==> config.mk <==
export PLATFORM = sky130hd
export DESIGN_NAME = vram_write_scheduler_flat
export DESIGN_NICKNAME = d
export VERILOG_FILES = /design/src/rtl/vram_write_scheduler_if.sv /design/src/rtl/vram_write_scheduler.sv /design/src/flat_wrapper.sv
export SDC_FILE = /design/constraint.sdc
export NUM_CORES = 1
export LEC_CHECK = 0
export CORE_UTILIZATION = 40
export DETAILED_ROUTE_END_ITERATION = 10
export GPL_ROUTABILITY_DRIVEN = 1
export PLACE_DENSITY = 0.84
export RECOVER_POWER = 100
export SLEW_MARGIN = 30
export SYNTH_ARGS = -nofsm -noshare
export SYNTH_HDL_FRONTEND = slang
export SYNTH_SLANG_ARGS = --single-unit
==> constraint.sdc <==
create_clock -name clk -period 5 [get_ports clk]
set_clock_uncertainty 0.2 [all_clocks]
set_input_delay 0.75 -clock clk [delete_from_list [all_inputs] [get_ports clk]]
set_output_delay 0.75 -clock clk [all_outputs]
set_load 0.03 [all_outputs]
==> src/rtl/vram_write_scheduler_if.sv <==
// vram_write_scheduler_if: requester handshakes and VRAM port A write bus
// master: requesters and VRAM side (drives valid/ofs/data, observes ready and port A)
// slave : the scheduler (drives ready and port A addr/data/we)
interface vram_write_scheduler_if #(parameter int ADDR_W = 18);
    logic              req0_valid;
    logic [ADDR_W-1:0] req0_ofs;
    logic [7:0]        req0_data;
    logic              req0_ready;
    logic              req1_valid;
    logic [ADDR_W-1:0] req1_ofs;
    logic [7:0]        req1_data;
    logic              req1_ready;
    logic [ADDR_W-1:0] addr_a;
    logic [7:0]        data_a;
    logic              we_a;
    modport master (
        output req0_valid, req0_ofs, req0_data, req1_valid, req1_ofs, req1_data,
        input  req0_ready, req1_ready, addr_a, data_a, we_a
    );
    modport slave (
        input  req0_valid, req0_ofs, req0_data, req1_valid, req1_ofs, req1_data,
        output req0_ready, req1_ready, addr_a, data_a, we_a
    );
endinterface

==> src/rtl/vram_write_scheduler.sv <==
// vram_write_scheduler: arbitrates two byte-write requesters into the back buffer and swaps buffers on vsync
// Ports: clk, rst_n (async active low); bus (slave: req0/req1 valid/ofs/data/ready, VRAM port A addr/data/we);
//        swap_req, vsync in; swap_done pulse, front_base, back_base, err_oob (sticky) out.
// Optional VRAM_CLEAR_EN: adds CLEAR_VALUE, clear_req in, clear_busy and clear_done (pulse) out,
//        and a CLEAR state that fills the back buffer one byte per cycle.
module vram_write_scheduler #(
    parameter int FRAME_BYTES = 49152,
    parameter int BASE0       = 0,
    parameter int BASE1       = 49152,
    parameter int ADDR_W      = 18
`ifdef VRAM_CLEAR_EN
    , parameter logic [7:0] CLEAR_VALUE = 8'h00
`endif
) (
    input  logic                 clk,
    input  logic                 rst_n,
    vram_write_scheduler_if.slave bus,
    input  logic                 swap_req,
    input  logic                 vsync,
    output logic                 swap_done,
    output logic [ADDR_W-1:0]    front_base,
    output logic [ADDR_W-1:0]    back_base,
    output logic                 err_oob
`ifdef VRAM_CLEAR_EN
    , input  logic               clear_req,
    output logic                 clear_busy,
    output logic                 clear_done
`endif
);
    typedef enum logic [1:0] {
        RUN,
        PEND
`ifdef VRAM_CLEAR_EN
        , CLEAR
`endif
    } state_t;

    localparam logic [ADDR_W-1:0] B0   = ADDR_W'(BASE0);
    localparam logic [ADDR_W-1:0] B1   = ADDR_W'(BASE1);
    localparam logic [ADDR_W-1:0] LAST = ADDR_W'(FRAME_BYTES - 1);

    state_t            state, state_n;
    logic              sel, rr, g0, g1, xfer, in_range;
    logic [ADDR_W-1:0] ofs;
    logic [7:0]        dat;
`ifdef VRAM_CLEAR_EN
    logic [ADDR_W-1:0] cnt;
    logic              swap_lat;
    assign clear_busy = state == CLEAR;
`endif

    assign front_base     = sel ? B1 : B0;
    assign back_base      = sel ? B0 : B1;
    assign bus.req0_ready = g0;
    assign bus.req1_ready = g1;
    assign xfer           = g0 || g1;
    assign ofs            = g1 ? bus.req1_ofs : bus.req0_ofs;
    assign dat            = g1 ? bus.req1_data : bus.req0_data;
    assign in_range       = ofs <= LAST;

    // rr is the requester granted last; under contention the other one wins
    always_comb begin
        state_n = state;
        g0 = 1'b0;
        g1 = 1'b0;
        if (state == RUN) begin
            g0 = bus.req0_valid && (!bus.req1_valid || rr);
            g1 = bus.req1_valid && (!bus.req0_valid || !rr);
`ifdef VRAM_CLEAR_EN
            state_n = clear_req ? CLEAR : swap_req ? PEND : RUN;
`else
            state_n = swap_req ? PEND : RUN;
`endif
        end else if (state == PEND) begin
            state_n = vsync ? RUN : PEND;
        end
`ifdef VRAM_CLEAR_EN
        else if (cnt == LAST) begin
            state_n = (swap_lat || swap_req) ? PEND : RUN;
        end
`endif
    end

    always_ff @(posedge clk or negedge rst_n) begin
        if (!rst_n) state <= RUN;
        else        state <= state_n;
    end

    always_ff @(posedge clk or negedge rst_n) begin
        if (!rst_n) begin
            sel        <= 1'b0;
            rr         <= 1'b1;
            swap_done  <= 1'b0;
            err_oob    <= 1'b0;
            bus.we_a   <= 1'b0;
            bus.addr_a <= '0;
            bus.data_a <= '0;
`ifdef VRAM_CLEAR_EN
            cnt        <= '0;
            swap_lat   <= 1'b0;
            clear_done <= 1'b0;
`endif
        end else begin
            swap_done <= state == PEND && vsync;
            if (state == PEND && vsync) sel <= !sel;
            if (xfer) rr <= g1;
            err_oob  <= err_oob || (xfer && !in_range);
            bus.we_a <= xfer && in_range;
            if (xfer && in_range) begin
                bus.addr_a <= back_base + ofs;
                bus.data_a <= dat;
            end
`ifdef VRAM_CLEAR_EN
            // a swap requested alongside or during a clear is held until the clear finishes
            cnt        <= state == CLEAR ? cnt + 1'b1 : '0;
            clear_done <= state == CLEAR && cnt == LAST;
            swap_lat   <= state == CLEAR ? (swap_lat || swap_req) : (state == RUN && clear_req && swap_req);
            if (state == CLEAR) begin
                bus.we_a   <= 1'b1;
                bus.addr_a <= back_base + cnt;
                bus.data_a <= CLEAR_VALUE;
            end
`endif
        end
    end
endmodule

==> src/flat_wrapper.sv <==
// flat-port wrapper written by rule: the top's interface ports become plain ports
module vram_write_scheduler_flat 
#(
    parameter int FRAME_BYTES = 49152,
    parameter int BASE0       = 0,
    parameter int BASE1       = 49152,
    parameter int ADDR_W      = 18

)
  (clk, rst_n, swap_req, vsync, swap_done, front_base, back_base, err_oob, bus_req0_valid, bus_req0_ofs, bus_req0_data, bus_req1_valid, bus_req1_ofs, bus_req1_data, bus_req0_ready, bus_req1_ready, bus_addr_a, bus_data_a, bus_we_a);
  vram_write_scheduler_if #(.ADDR_W(ADDR_W)) bus_i ();
  input  logic clk;
  input  logic rst_n;
  input  logic swap_req;
  input  logic vsync;
  output logic swap_done;
  output logic [ADDR_W-1:0] front_base;
  output logic [ADDR_W-1:0] back_base;
  output logic err_oob;
  input wire logic [$bits(bus_i.req0_valid)-1:0] bus_req0_valid;
  input wire logic [$bits(bus_i.req0_ofs)-1:0] bus_req0_ofs;
  input wire logic [$bits(bus_i.req0_data)-1:0] bus_req0_data;
  input wire logic [$bits(bus_i.req1_valid)-1:0] bus_req1_valid;
  input wire logic [$bits(bus_i.req1_ofs)-1:0] bus_req1_ofs;
  input wire logic [$bits(bus_i.req1_data)-1:0] bus_req1_data;
  output wire logic [$bits(bus_i.req0_ready)-1:0] bus_req0_ready;
  output wire logic [$bits(bus_i.req1_ready)-1:0] bus_req1_ready;
  output wire logic [$bits(bus_i.addr_a)-1:0] bus_addr_a;
  output wire logic [$bits(bus_i.data_a)-1:0] bus_data_a;
  output wire logic [$bits(bus_i.we_a)-1:0] bus_we_a;
  assign bus_i.req0_valid = bus_req0_valid;
  assign bus_i.req0_ofs = bus_req0_ofs;
  assign bus_i.req0_data = bus_req0_data;
  assign bus_i.req1_valid = bus_req1_valid;
  assign bus_i.req1_ofs = bus_req1_ofs;
  assign bus_i.req1_data = bus_req1_data;
  assign bus_req0_ready = bus_i.req0_ready;
  assign bus_req1_ready = bus_i.req1_ready;
  assign bus_addr_a = bus_i.addr_a;
  assign bus_data_a = bus_i.data_a;
  assign bus_we_a = bus_i.we_a;
  vram_write_scheduler #(.FRAME_BYTES(FRAME_BYTES), .BASE0(BASE0), .BASE1(BASE1), .ADDR_W(ADDR_W)) u_core (.clk(clk), .rst_n(rst_n), .bus(bus_i), .swap_req(swap_req), .vsync(vsync), .swap_done(swap_done), .front_base(front_base), .back_base(back_base), .err_oob(err_oob));
endmodule
==> metrics.md <==
| Metric | Value |
|---|---|
| Largest net degree at the start of global routing | 33 |
| Max-slew violations | 33 |
| Final worst-path cycle share | 81.8% |
| Met2 GRT Util | 27.3% |
| TritonCTS clock tree | yes |
| GPL Wtd Cong | 0.728 |
| Final setup margin | 0.908 ns |
| Final min period | 4.09 ns |
| Relative slew slack | -15.4% |
| Routed WL | 3820 µm |
| Run status | finished, violations left |
| Post-synth top flop | dfrtp_1 |
| Core Area | 0.00479 mm² |
| Multiplexer area fraction after synthesis | 31.2% |
| Worst hold slack | 0.279 ns |
| Sequential area share after synthesis | 40.0% |
| HP Class | register to register |
| Proportion of layout cells with a drive suffix above 1 | 15.9% |
| Nets | 311 |
| Critical Path End | bus_req1_ready |
| Sequential cell area | 802 µm² |
| Filler cell count | 444 |
| Xor/xnor share of the synthesized area | 0.437% |
| Largest family of logic cells by synthesized area | multiplexers |
| Clk sinks | 32 |
| H-Tree Depth | 2 |
| Arrival @ worst endpoint | 3.14 ns |
| Synth area leader | dfrtp_1 |
| P_leak | 1.23 nW |
| Commonest non-fill, non-tap cell in the layout | clkdlybuf4s50_1 |
| Simple-gate share of the synthesized area | 5.25% |
| Ports | 125 |
| Avg Cell Area, Syn | 12.6 µm² |
| N_diodes | 0 |
| Violated checks | capacitance limit, slew limit |
| Vias in the first global route | 1400 |
| Yosys top cell area share | 38.7% |
| Synth Cell Area | 0.00200 mm² |
| Post-CTS Setup Inserts | 0 |
| Reg-to-Reg Start | u_core.state[0]$_DFF_PN0_ |
| Synth Warn # | 0 |
| CP startpoint | bus_req1_valid |
| Leading post-synthesis cells by cell area | dfrtp_1, mux2_2, buf_4 |
| Count of state elements after synthesis | 32 |
| Cell Rows | 25 |
| Dpl hpwl | 3010 µm |
| # resized after CTS | 0 |
| Synth unique cells | 30 |
| Overflow after GRT | 0 |
| Startpoint types | input port |
| Root buffer cell | clkbuf_8 |
| R2r worst-path depth | 10 |
| Worst IR Drop VDD | 0.212 mV |
| Multi-input logic area | 892 µm² |
| Busiest grt layer | met2 |
| Hold-fix buffers, CTS | 0 |
| TritonCTS buffer count | 5 |
| Crit. End Element | output port |
| Area Overhead vs Synth | 40.9% |
| Clk_lat worst skew | 0.27 ns |
| Adder-Cell Fraction of Synth Area | 1.62% |
| Final setup vio count | 0 |
| Crit path max fanout | 25 |
| Die height | 72.8 µm |
| DR WL/cell | 12.0 µm |
| DRT Pass-1 Iters | 2 |
| R2R setup slack | 1.60 ns |
| Post-synth EDFFs | 0 |
| Achievable frequency | 244 MHz |
| Die area | 0.00529 mm² |
| Data required time of the worst path | 4.05 ns |
| Setup TNS | 0 ns |
| Post-Syn Instances | 159 |
| Max-cap viol count | 1 |
| Commonest non-fill, non-tap cells in the layout | clkdlybuf4s50_1, dlygate4sd3_1, conb_1, dfrtp_1, mux2_2 |
| First-pass GRT wire length | 6230 µm |
| Final Hold Fails | 0 |
| Die W | 72.8 µm |
| Met1 Track Usage GR | 17.6% |
| # DRC | 0 |
| Pwr per Cell Area | 431 mW/mm² |
| I/O Buffers | 92 |
| Final instance area | 0.00282 mm² |
| Synth Area in Compound Gates | 3.44% |
| Post-synth ARST share | 100% |
| Met3 Use GR | 4.01% |
| Worst-Margin Slew | 1.73 ns |
| Post-DP Area | 0.00284 mm² |
| Vias | 1386 |
| Final ANT Viol Nets | 0 |
| Clock Tree Buf Depth | 2 |
| Drt via density | 4.34 |
| Global Route Usage Sum | 15.4% |
| CP Class | input port to output port |
| Pre-CTS setup slack | 1.33 ns |
| Antenna violations before repair | 0 |
| R2R Path End | u_core.bus.addr_a[16]$_DFFE_PN0P_ |
| DR iter-0 viols | 30 |
| Effective utilization at floorplan | 41.9% |
| Worst-path clk slew | 0.06 ns |
| RSZ-0062 raised after global routing | false |
[worst min path at each step]
stage,startpoint,to,slack (ns),cells after the start
after floorplan,rst_n,u_core.bus.addr_a[0]$_DFFE_PN0P_,0.25,0
after global routing,u_core.bus.data_a[0]$_DFFE_PN0P_,u_core.bus.data_a[0]$_DFFE_PN0P_,0.29,1
after CTS,u_core.err_oob$_DFF_PN0_,u_core.err_oob$_DFF_PN0_,0.29,1
after detailed placement,u_core.err_oob$_DFF_PN0_,u_core.err_oob$_DFF_PN0_,0.27,1
final,u_core.bus.addr_a[6]$_DFFE_PN0P_,u_core.bus.addr_a[6]$_DFFE_PN0P_,0.28,1
after global placement,u_core.err_oob$_DFF_PN0_,u_core.err_oob$_DFF_PN0_,0.26,1
[through the flow]
stage | utilization, % | instances | power [mW]
2_1_floorplan | - | 190 | 0.869
3_3_place_gp | 58.7 | 310 | 1.11
3_5_place_dp | 59.2 | 311 | 1.12
4_1_cts | 61.1 | 319 | 1.33
5_1_grt | 59.0 | 319 | 1.28
6_report | 59.0 | 319 | 1.22
[critical path: stages]
cell and delay (ns):
dlygate4sd3_1 0.60, nor2b_1 0.24, nand2_1 0.67, inv_1 0.19, clkdlybuf4s50_1 0.69
[cells in the mapped netlist, types with 2 or more instances]
library cell and n:
nand2_1 2, and2_1 2, buf_4 35, dfrtp_1 31
nand2b_1 6, mux2_2 29, mux2_4 17, mux2i_1 2
a211oi_1 3, mux2_1 2, buf_6 3, nor2_1 3
inv_1 7
[registers in the layout, summed over array words and instances, names as in the netlist]
name               count
u_core.swap_done       1
u_core.bus.we_a        1
u_core.bus.addr_a     18
u_core.rr              1
u_core.state           1
u_core.bus.data_a      8
u_core.err_oob         1
u_core.sel             1
[power by group]
part	internal (mW)	switching (mW)
sequential	0.351	0.0448
combinational	0.263	0.358
clock	0.112	0.0867
[logic make-up after synthesis]
family | count (synthesis)
mux | 50
buf+inv | 47
flops | 32
simple gates | 17
compound gates | 9
fa+ha+maj | 2
other cells | 1
xor+xnor | 1
[layout make-up]
class | count | area share [%]
Multi-Input combinational cell | 111 | 31.6
Clock buffer | 8 | 3.19
Tap cell | 67 | 2.97
Sequential cell | 32 | 28.4
Timing Repair Buffer | 94 | 32.9
Inverter | 7 | 0.931
[layer usage]
layer,vias up,part of all wire [%]
li1,655,-
met1,656,39
met4,0,1.3
met5,-,0
met2,67,52
met3,8,7.5
No activity file was read; power rests on OpenSTA's default activity.
==> variant, RTL diff (same settings) <==
`ADDR_W` is set to 18 in 3 places; all go to 36.
--- a/src/rtl/vram_write_scheduler_if.sv
+++ b/src/rtl/vram_write_scheduler_if.sv
@@ -3,3 +3,3 @@
 // slave : the scheduler (drives ready and port A addr/data/we)
-interface vram_write_scheduler_if #(parameter int ADDR_W = 18);
+interface vram_write_scheduler_if #(parameter int ADDR_W = 36);
     logic              req0_valid;
--- a/src/rtl/vram_write_scheduler.sv
+++ b/src/rtl/vram_write_scheduler.sv
@@ -9,3 +9,3 @@
     parameter int BASE1       = 49152,
-    parameter int ADDR_W      = 18
+    parameter int ADDR_W      = 36
 `ifdef VRAM_CLEAR_EN
--- a/src/flat_wrapper.sv
+++ b/src/flat_wrapper.sv
@@ -6,3 +6,3 @@
     parameter int BASE1       = 49152,
-    parameter int ADDR_W      = 18
+    parameter int ADDR_W      = 36
 
Ports: changed (5 resized); port bits go from 125 to 215. No check against the original RTL was run, so the function may have changed too.
==> variant against the unedited design <==
The run still ends with capacitance limit, slew limit left; cell count grew 66%; first-iteration DRC count rose by 50%; power decreased by 21%; critical path depth increased by 2; via count increased by 60%; combinational power shrank 52%; utilization increased by 1.2 points; final area is 46% higher; sequential cell count up 18; clock power up 25%; synthesized area increased by 44%; maximum frequency grew 4.1%; routed wire length increased by 78%; worst setup slack gained 160 ps.
==> variant: results (changes against the unedited design) <==
The flow ran to the end, but the final reports show violations. The checks that failed: capacitance limit, slew limit. The run gives 2980 ps (-160 ps) as the endpoint arrival time on the critical path. The run gives 2042 (+46%) as the number of global-route vias before repair. The run gives 4 (+2) as the first-pass iteration count of the detailed router. The max-slew violation count was 51 (+55%). The tools report the leakage power summed over all cells as 2.21 nW (+80%).

The highest ir drop seen on vdd is 0.121 mV (-43%), and the post-synthesis compound-gate area fraction is 1.61% (-1.8 points). The portion of netlist area occupied by mux cells is 12.9% (-18 points). The power density relative to cell area was 234 nW/um2 (-46%); the power drawn by the clock network was 0.248 mW (+25%).

The tools report the global routing usage on met3 as 4.38% (+0.38 points). The run gives 10.3 mm (+65%) as the global-route wire length before repair. The relative slew slack is -71.8% (-56 points).

The global router's overall resource usage is 17.7% (+2.3 points), and the routability-driven placement congestion ratio is 0.805 (+11%). The fraction of power consumed by sequential logic is 43.7% (+11 points). The number of placed instances, taps included is 520 (+67%). The run gives 29 (-3.3%) as the number of library cell types mapped by synthesis.

The number of buffers added on ports is 146 (+59%). The commonest cells after synthesis are 76 x nand2_1, 71 x buf_4, 49 x dfrtp_1. The tools report the later-pin clock latency in the skew report as 300 ps (+30 ps). Sorting the synthesized cells by area gives the leading types as dfrtp_1 43%, buf_4 19%, mux2_4 9.9%, nand2_1 9.9%, and2_1 4.3%. The HPWL reported at the end of detailed placement was 5.41 mm (+80%).

The largest registers in the layout are u_core.bus.addr_a x36, u_core.bus.data_a x8. The share of total power consumed by net switching is 33.5% (-6.7 points), and the part of the Yosys area used for sequential elements is 43.5% (+3.5 points). The via density per instance was 4.20 (-3.4%).

The clock-pin slew of the registers on the worst-case setup and hold paths is 90 ps (+30 ps). For the count of maximum capacitance violations, the log shows 1 (unchanged). The tools report the final layout net count as 527 (+69%).

The share of post-route cells with drive strength above 1 works out to 3.70% (-12 points).
## variant: through the flow
step | worst slack [ps] | cell area (um2)
6_report | 1070 | 4130
5_1_grt | 897 | 4130
4_1_cts | 1660 | 4220
3_5_place_dp | 1540 | 4120
3_3_place_gp | 1340 | 4110
2_1_floorplan | 1830 | 3130
## variant: path summary, 6_finish.rpt
check / cells after the start / endpoint / slack (ps) / startpoint
min: 1 / u_core.bus.addr_a[17]$_DFFE_PN0P_ / 280 / u_core.bus.addr_a[17]$_DFFE_PN0P_
max: 7 / bus_req0_ready / 1070 / bus_req1_valid
min reg2reg: 1 / u_core.bus.addr_a[17]$_DFFE_PN0P_ / 280 / u_core.bus.addr_a[17]$_DFFE_PN0P_
min in group asynchronous: 1 / u_core.bus.data_a[4]$_DFFE_PN0P_ / 1050 / rst_n
max reg2reg: 11 / u_core.bus.addr_a[16]$_DFFE_PN0P_ / 1770 / u_core.state[0]$_DFF_PN0_
max in group asynchronous: 1 / u_core.bus.addr_a[12]$_DFFE_PN0P_ / 2090 / rst_n
## variant: cell type report
cell class / instances / area (um2)
Clock buffer: 6 / 82.6
Clock inverter: 2 / 16.3
Fill cell: 599 / 2740
Inverter: 8 / 30.0
Multi-Input combinational cell: 218 / 1170
Sequential cell: 50 / 1250
Tap cell: 96 / 120
Timing Repair Buffer: 148 / 1460
## variant: kinds of logic (layout without fill, tap and decap cells)
logic type,count (synthesis),in the layout
DFF,50,50
muxes,27,27
and+or+nand+nor,113,113
adders and majority gates,2,2
buffers and inverters,88,164
xor gates and xnor gates,2,2
other,1,68
AOI/OAI and AO/OA,6,6
## variant: worst max-delay path, stage by stage
cell	delay, ps
clkdlybuf4s50_1	510
nor2b_1	260
nand2_1	110
clkinv_1	80
clkbuf_1	880
nor2_1	120
clkbuf_1	250
